$ cat src/rtl/dmem_arbiter.sv
// dmem_arbiter: two-port round-robin arbiter and sequencer for the byte-addressable data memory.
// Port A (CPU load/store unit) and port B (DMA/debug loader) compete for one memory access at a
// time. A granted request spends exactly one cycle driving the memory (ACCESS) and then holds a
// registered response until the owner consumes it (RESP).
// Optional build macro: DMEM_ARB_ALIGN_CHECK_EN rejects misaligned halfword/word accesses.

module dmem_arbiter #(
    parameter int unsigned DATA_WIDTH = 32,
    parameter int unsigned ADDR_WIDTH = 17
) (
    input  logic                  clk,
    input  logic                  rst_n,

    // Port A: CPU load/store unit
    input  logic                  a_req_valid,
    output logic                  a_req_ready,
    input  logic [ADDR_WIDTH-1:0] a_req_addr,
    input  logic                  a_req_we,
    input  logic [2:0]            a_req_size,
    input  logic [DATA_WIDTH-1:0] a_req_wdata,
    output logic                  a_rsp_valid,
    input  logic                  a_rsp_ready,
    output logic [DATA_WIDTH-1:0] a_rsp_rdata,
    output logic                  a_rsp_err,

    // Port B: secondary master
    input  logic                  b_req_valid,
    output logic                  b_req_ready,
    input  logic [ADDR_WIDTH-1:0] b_req_addr,
    input  logic                  b_req_we,
    input  logic [2:0]            b_req_size,
    input  logic [DATA_WIDTH-1:0] b_req_wdata,
    output logic                  b_rsp_valid,
    input  logic                  b_rsp_ready,
    output logic [DATA_WIDTH-1:0] b_rsp_rdata,
    output logic                  b_rsp_err,

    // Data memory
    output logic                  mem_we,
    output logic [2:0]            mem_size,
    output logic [ADDR_WIDTH-1:0] mem_addr,
    output logic [DATA_WIDTH-1:0] mem_wdata,
    input  logic [DATA_WIDTH-1:0] mem_rdata
);

    // Size codes understood by the memory
    localparam logic [2:0] SzB  = 3'b000;
    localparam logic [2:0] SzH  = 3'b001;
    localparam logic [2:0] SzW  = 3'b010;
    localparam logic [2:0] SzBu = 3'b100;
    localparam logic [2:0] SzHu = 3'b101;

    typedef enum logic [1:0] {
        StIdle,
        StAccess,
        StResp
    } state_e;

    state_e                state_q;
    logic                  last_grant_q;  // 0 = A, 1 = B
    logic                  owner_q;       // 0 = A, 1 = B
    logic                  req_we_q;
    logic                  illegal_q;

    // The memory-facing registers double as the request latch
    logic                  mem_we_q;
    logic [2:0]            mem_size_q;
    logic [ADDR_WIDTH-1:0] mem_addr_q;
    logic [DATA_WIDTH-1:0] mem_wdata_q;

    logic                  a_rsp_valid_q;
    logic                  a_rsp_err_q;
    logic [DATA_WIDTH-1:0] a_rsp_rdata_q;
    logic                  b_rsp_valid_q;
    logic                  b_rsp_err_q;
    logic [DATA_WIDTH-1:0] b_rsp_rdata_q;

    logic                  grant_a;
    logic                  grant_b;
    logic [ADDR_WIDTH-1:0] sel_addr;
    logic                  sel_we;
    logic [2:0]            sel_size;
    logic [DATA_WIDTH-1:0] sel_wdata;
    logic                  sel_illegal;
    logic [DATA_WIDTH-1:0] load_data;
    logic                  owner_rsp_ready;

    // Round-robin winner selection; only meaningful while idle
    always_comb begin
        grant_a = 1'b0;
        grant_b = 1'b0;
        if (state_q == StIdle) begin
            if (a_req_valid && (!b_req_valid || last_grant_q)) begin
                grant_a = 1'b1;
            end else if (b_req_valid) begin
                grant_b = 1'b1;
            end
        end
    end

    assign a_req_ready = grant_a;
    assign b_req_ready = grant_b;

    // Request fields of the winner (A when nobody wins; unused then)
    always_comb begin
        if (grant_b) begin
            sel_addr  = b_req_addr;
            sel_we    = b_req_we;
            sel_size  = b_req_size;
            sel_wdata = b_req_wdata;
        end else begin
            sel_addr  = a_req_addr;
            sel_we    = a_req_we;
            sel_size  = a_req_size;
            sel_wdata = a_req_wdata;
        end
    end

    // Legality of the winning request: unknown size codes and unsigned-size stores are rejected
    always_comb begin
        sel_illegal = 1'b0;
        case (sel_size)
            SzB, SzH, SzW: sel_illegal = 1'b0;
            SzBu, SzHu:    sel_illegal = sel_we;
            default:       sel_illegal = 1'b1;
        endcase
`ifdef DMEM_ARB_ALIGN_CHECK_EN
        if ((sel_size == SzH || sel_size == SzHu) && sel_addr[0]) begin
            sel_illegal = 1'b1;
        end
        if (sel_size == SzW && sel_addr[1:0] != 2'b00) begin
            sel_illegal = 1'b1;
        end
`endif
    end

    // Response data: only a legal load returns memory data
    always_comb begin
        load_data = '0;
        if (!req_we_q && !illegal_q) begin
            load_data = mem_rdata;
        end
    end

    // Response ready of whichever port owns the current transaction
    always_comb begin
        owner_rsp_ready = owner_q ? b_rsp_ready : a_rsp_ready;
    end

    // Sequencer FSM with registered memory and response outputs
    always_ff @(posedge clk or negedge rst_n) begin
        if (!rst_n) begin
            state_q       <= StIdle;
            last_grant_q  <= 1'b1;
            owner_q       <= 1'b0;
            req_we_q      <= 1'b0;
            illegal_q     <= 1'b0;
            mem_we_q      <= 1'b0;
            mem_size_q    <= 3'b000;
            mem_addr_q    <= '0;
            mem_wdata_q   <= '0;
            a_rsp_valid_q <= 1'b0;
            a_rsp_err_q   <= 1'b0;
            a_rsp_rdata_q <= '0;
            b_rsp_valid_q <= 1'b0;
            b_rsp_err_q   <= 1'b0;
            b_rsp_rdata_q <= '0;
        end else begin
            case (state_q)
                StIdle: begin
                    if (grant_a || grant_b) begin
                        owner_q      <= grant_b;
                        last_grant_q <= grant_b;
                        req_we_q     <= sel_we;
                        illegal_q    <= sel_illegal;
                        mem_addr_q   <= sel_addr;
                        mem_size_q   <= sel_size;
                        mem_wdata_q  <= sel_wdata;
                        // Write strobe is live for the single ACCESS cycle that follows
                        mem_we_q     <= sel_we && !sel_illegal;
                        state_q      <= StAccess;
                    end
                end
                StAccess: begin
                    mem_we_q <= 1'b0;
                    if (owner_q) begin
                        b_rsp_valid_q <= 1'b1;
                        b_rsp_err_q   <= illegal_q;
                        b_rsp_rdata_q <= load_data;
                    end else begin
                        a_rsp_valid_q <= 1'b1;
                        a_rsp_err_q   <= illegal_q;
                        a_rsp_rdata_q <= load_data;
                    end
                    state_q <= StResp;
                end
                StResp: begin
                    if (owner_rsp_ready) begin
                        a_rsp_valid_q <= 1'b0;
                        b_rsp_valid_q <= 1'b0;
                        state_q       <= StIdle;
                    end
                end
                default: begin
                    mem_we_q <= 1'b0;
                    state_q  <= StIdle;
                end
            endcase
        end
    end

    assign mem_we      = mem_we_q;
    assign mem_size    = mem_size_q;
    assign mem_addr    = mem_addr_q;
    assign mem_wdata   = mem_wdata_q;

    assign a_rsp_valid = a_rsp_valid_q;
    assign a_rsp_err   = a_rsp_err_q;
    assign a_rsp_rdata = a_rsp_rdata_q;
    assign b_rsp_valid = b_rsp_valid_q;
    assign b_rsp_err   = b_rsp_err_q;
    assign b_rsp_rdata = b_rsp_rdata_q;

endmodule
$ cat config.mk
export PLATFORM = sky130hd
export DESIGN_NAME = dmem_arbiter
export DESIGN_NICKNAME = d
export VERILOG_FILES = /design/src/rtl/dmem_arbiter.sv
export SDC_FILE = /design/constraint.sdc
export NUM_CORES = 1
export LEC_CHECK = 0
export ABC_AREA = 1
export CELL_PAD_IN_SITES_DETAIL_PLACEMENT = 2
export CELL_PAD_IN_SITES_GLOBAL_PLACEMENT = 2
export CORE_UTILIZATION = 22
export CTS_BUF_LIST = sky130_fd_sc_hd__clkbuf_16
export CTS_CLUSTER_DIAMETER = 80
export DETAILED_ROUTE_END_ITERATION = 8
export MAX_ROUTING_LAYER = met4
export PLACE_DENSITY = 0.84
export SLEW_MARGIN = 20
export SYNTH_ARGS = -nofsm -noshare
export SYNTH_HDL_FRONTEND = slang
export SYNTH_SLANG_ARGS = --single-unit
$ cat constraint.sdc
create_clock -name clk -period 2 [get_ports clk]
set_clock_uncertainty 0.15 [all_clocks]
set_input_delay 0.3 -clock clk [delete_from_list [all_inputs] [get_ports clk]]
set_output_delay 0.3 -clock clk [all_outputs]
set_load 0.02 [all_outputs]
* Word-level counts from Yosys, hierarchy flattened *
Index checks and enable logic that the tools add are counted.

storage, ports and cells
  bits in registers = 127
  output and inout port bits = 123
  logic and storage cells = 70

cells by class
  equality and inequality tests = 10
  mux-type cells = 22
  bitwise logic cells = 2
  reduce and logical (&&, ||, !) cells = 21

operator list
  kind                number
  $mux 32             2
  $mux 17             1
  $mux 1              11
  $reduce_and 2->1    5
  $pmux 1 s2          4
  $eq 3x3->1 const B  2
  $ne 2x2->1 const B  3
  $pmux 2 s3          1
  $reduce_and 3->1    2
  $logic_not 1->1     4
  $mux 2              2
  $eq 3x1->1 const B  1
  $eq 3x2->1 const B  1
  $logic_and 1x1->1   3
  $logic_not 3->1     1
  $mux 3              1
  $reduce_or 3->1     1
  $eq 2x1->1 const B  1
  $eq 2x2->1 const B  1
  $logic_not 2->1     1
  $logic_or 1x1->1    2
  $ne 2x1->1 const B  1
  $not 1->1           2
  $reduce_bool 2->1   1
  $reduce_or 2->1     1

* Depth between registers and ports, before layout *
  depth in word-level cells = 13
  depth in mapped cells = 9
  depth with buffers taken out = 9

* Least setup slack after synthesis *
No wires, ideal clock.

  path type = reg-to-output
  from = reg last_grant_q
  to = out a_req_ready
  arrival time = 1.049 ns
  slack = 0.501 ns
  cell stages (with the launch flop) = 6
  cell sequence = dfstp_2 > inv_1 > nand2_1 > nand3_2 > inv_2 > buf_6

on the way
  cells in the longest elaborated chain, start to end = 4

RTL lines
  what                    line  RTL
  from (decl)             60    logic last_grant_q;
  from (signal assigned)  173   last_grant_q <= grant_b;
  $logic_or 1x1->1        93    if (a_req_valid && (!b_req_valid || last_grant_q)) begin
  $logic_and 1x1->1       93
  $mux 1                  93
  $mux 1                  92    if (state_q == StIdle) begin
  to (decl)               16    output logic a_req_ready,

Every way passes these cells.

* Worst setup path in the final report *
  from = reg last_grant_q
  to = out b_req_ready

on the way
  cells in the longest elaborated chain, start to end = 4

RTL lines
  what               line  RTL
  $logic_or 1x1->1   93
  $logic_and 1x1->1  93
  $mux 1             93
  $mux 1             92
  to (decl)          28    output logic b_req_ready,

Every way passes these cells.

==> results by group <==
Run status
  • Outcome: finished, final reports clean

Floorplan
  • Die Ht: 162.5 um
  • Rows: 58
  • Initial Util: 0.2245
  • Die width: 162.5 um
  • IO Count: 267
  • Die area: 26410 sq um
  • Placeable Area: 25250 sq um

STA
  • Maximum clock frequency: 518.4 MHz
  • Final period utilization: 0.9645
  • Setup WS post-layout: 71.09 ps
  • Final hold vios: 0
  • Worst slew margin: 0.6056
  • RSZ-0062 raised after global routing: no
  • Max Slew Vio Count: 0
  • WHS: 240.0 ps
  • Actual slew at the worst max-slew pin: 591.6 ps
  • Post-layout min period: 1929 ps
  • Final setup viols: 0

Placed design
  • PortBufs: 266
  • Post-placement setup slack: -259.2 ps
  • Placed cells: 1266
  • RD Place Congestion: 0.7718
  • Final HPWL DP: 16360 um

Logic synthesis
  • Yosys top cell area share: 0.5562
  • Top_reg_cell synth: dfrtp_1
  • Unique masters post-synth: 23
  • Cells after Synth: 686
  • Fraction of registers with async set/reset: 1.000
  • Syn_nets: 830
  • Mapped Area: 5669 sq um
  • Yosys top cell by area: dfrtp_1
  • Sequential area share after synthesis: 0.5608
  • Post-synth top cells: 317 x nand2_1, 126 x dfrtp_1, 104 x nand3_1
  • Number of flops mapped to enable cells by yosys: 0
  • Syn. warnings: 0
  • Synth top area cells: dfrtp_1 56%, nand2_1 21%, nand3_1 9.2%
  • Synthesized flop and latch total: 127
  • Post-Syn Area per Cell: 8.264 sq um
  • Count leader, synth: nand2_1

Layout
  • Core Util, Final: 0.3683
  • Multi-input gate area: 2002 sq um
  • Sequential Area: 3179 sq um
  • Area delta synth->final: 64.05%
  • # fillers: 2853
  • Final std cells w/o fill: 1301
  • Layout cells sized above 1: 0.07018
  • Final nets: 1101

Clock network
  • CTS H-Tree Depth: 4
  • Clk slew on worst S/H paths: 60 ps
  • Root Driver: clkbuf_16
  • Sink Count: 127
  • Worst-Skew Late Latency: 410 ps
  • CTS tree: done
  • Clock Path Buffers: 2
  • Num CTS Buffers: 17

Drt
  • Number of vias per cell: 4.384
  • Vias: 5703
  • Number of DRC markers in iteration 0: 185
  • Final wirelength: 22620 um
  • Initial DRT Pass Iterations: 4
  • Wire per inst: 17.39 um
  • DRC: 0
  • Final ANT Viol Nets: 0

Worst setup path
  • Critical setup path kind: reg2out
  • Startpoint Class: flip-flop
  • Crit path DAT: 1480 ps
  • Crit path largest cell delay: 580 ps
  • Crit path max-delay family: flip-flops
  • Slowest CP cell: dfstp_2
  • Worst path bufs/invs: 2
  • Critical path peak fanout: 3
  • Crit. End Element: output port
  • WP data required: 1550 ps
  • Critical Path, Cell by Cell: a21oi_4 > nand2_4 > inv_2 > dlygate4sd2_1

Global route
  • Met3 Track Usage GR: 0.07181
  • First-pass GRT wire length: 35570 um
  • Vias in the first global route: 6311
  • Overflow after GRT: 0
  • M1 GR Usage: 0.2046
  • Largest net degree at the start of global routing: 55
  • GR peak layer: met2
  • Grt met2 use: 0.3087
  • Overall Global Routing Usage: 0.1843
  • Initial antenna violation count: 2

Power and ir drop
  • Leakage: 4.488 nW
  • Power Density: 1558 nW/um^2
  • Worst VDD drop: 0.5206 mV

Flow run
  • Max Cap Violations: 0

Min path
  • Hold WC Path Type: in2async
[metal layers]
metal  vias to the layer above  share of wire
li1                       2667              -
met1                      2801           0.40
met2                       215           0.49
met3                        20          0.092
met4                         0          0.013
met5                         -              0
[metrics by stage]
step	power (mW)	TNS [ps]	area (sq um)
floorplan	8.001	0	5669
global placement	11.18	-3944	8687
detailed placement	11.45	-7123	8687
CTS	14.79	0	9293
global route	15.48	0	9300
finish	14.49	0	9300
[placed cells by master (no fill, tap or decap), types with 2 or more instances in the layout]
master	Yosys	routed
buf_12	0	7
clkbuf_16	0	17
buf_4	6	13
bufinv_16	0	3
clkinvlp_4	0	4
inv_6	0	2
nor2_8	2	2
dfrtp_1	126	126
inv_4	3	2
diode_2	0	2
inv_2	4	4
nor2_1	33	33
nand2_1	317	317
clkinv_4	0	3
nand2_4	2	2
nand3_1	104	104
clkinv_2	0	2
inv_1	44	44
clkdlybuf4s50_1	0	263
a21oi_1	2	2
o21ai_0	7	7
[cells by family after synthesis]
kind of cell / Yosys count / synth area share
flip-flops: 127 / 0.5608
AND/OR/NAND/NOR: 461 / 0.3399
buffers and inverters: 86 / 0.08607
AO/OA/AOI/OAI: 12 / 0.01324
[power by group]
group	total, mW	switching (mW)	internal, mW	leakage [nW]
Combinational	6.96	4.07	2.88	2.57
Clock	3.20	1.25	1.95	0.279
Sequential	4.33	0.666	3.66	1.64
Total	14.5	5.99	8.50	4.49
[layout make-up]
cell class / count / share of cell area
sequential: 127 / 0.3419
timing repair buffer: 287 / 0.3124
multi-input combinational: 473 / 0.2153
clock buffer: 17 / 0.04574
tap: 330 / 0.04440
inverter: 51 / 0.02166
clock inverter: 14 / 0.01816
antenna: 2 / 0.0005381
[worst paths after layout]
path,from,to,slack (ps),depth (start not counted)
max in group asynchronous,rst_n,last_grant_q$_DFFE_PN1P_,870,3
min in group clk,b_req_wdata[26],mem_wdata[26]$_DFFE_PN0P_,300,3
worst min register to register,b_rsp_rdata[29]$_DFFE_PN0P_,b_rsp_rdata[29]$_DFFE_PN0P_,320,2
worst min-delay path,rst_n,a_rsp_rdata[8]$_DFFE_PN0P_,240,2
worst max-delay path,last_grant_q$_DFFE_PN1P_,b_req_ready,70,4
worst max register to register,state_q[1]$_DFFE_PN0P_,mem_wdata[16]$_DFFE_PN0P_,180,8
[timing repair]
item	in CTS	in global routing
pin swaps	1	0
hold buffers	1	0
gates resized for setup	5	1
setup buffers	1	0
setup endpoints to repair	2	10
endpoints found under the hold margin	36	0
[registers in the layout, summed over array words and instances, names as in the netlist, 2 cells and up]
register	flops
state_q	2
a_rsp_rdata	32
b_rsp_rdata	32
mem_addr	17
mem_size	3
mem_wdata	32
[worst register-to-register path: stages, from the launching register on]
cell and delay, ps:
dfrtp_1 430, nor2_4 170, buf_4 150, nand3_2 80
inv_2 60, buf_4 220, buf_12 220, nand3_1 150
nand3_1 110
(Power assumes the default switching activity.)
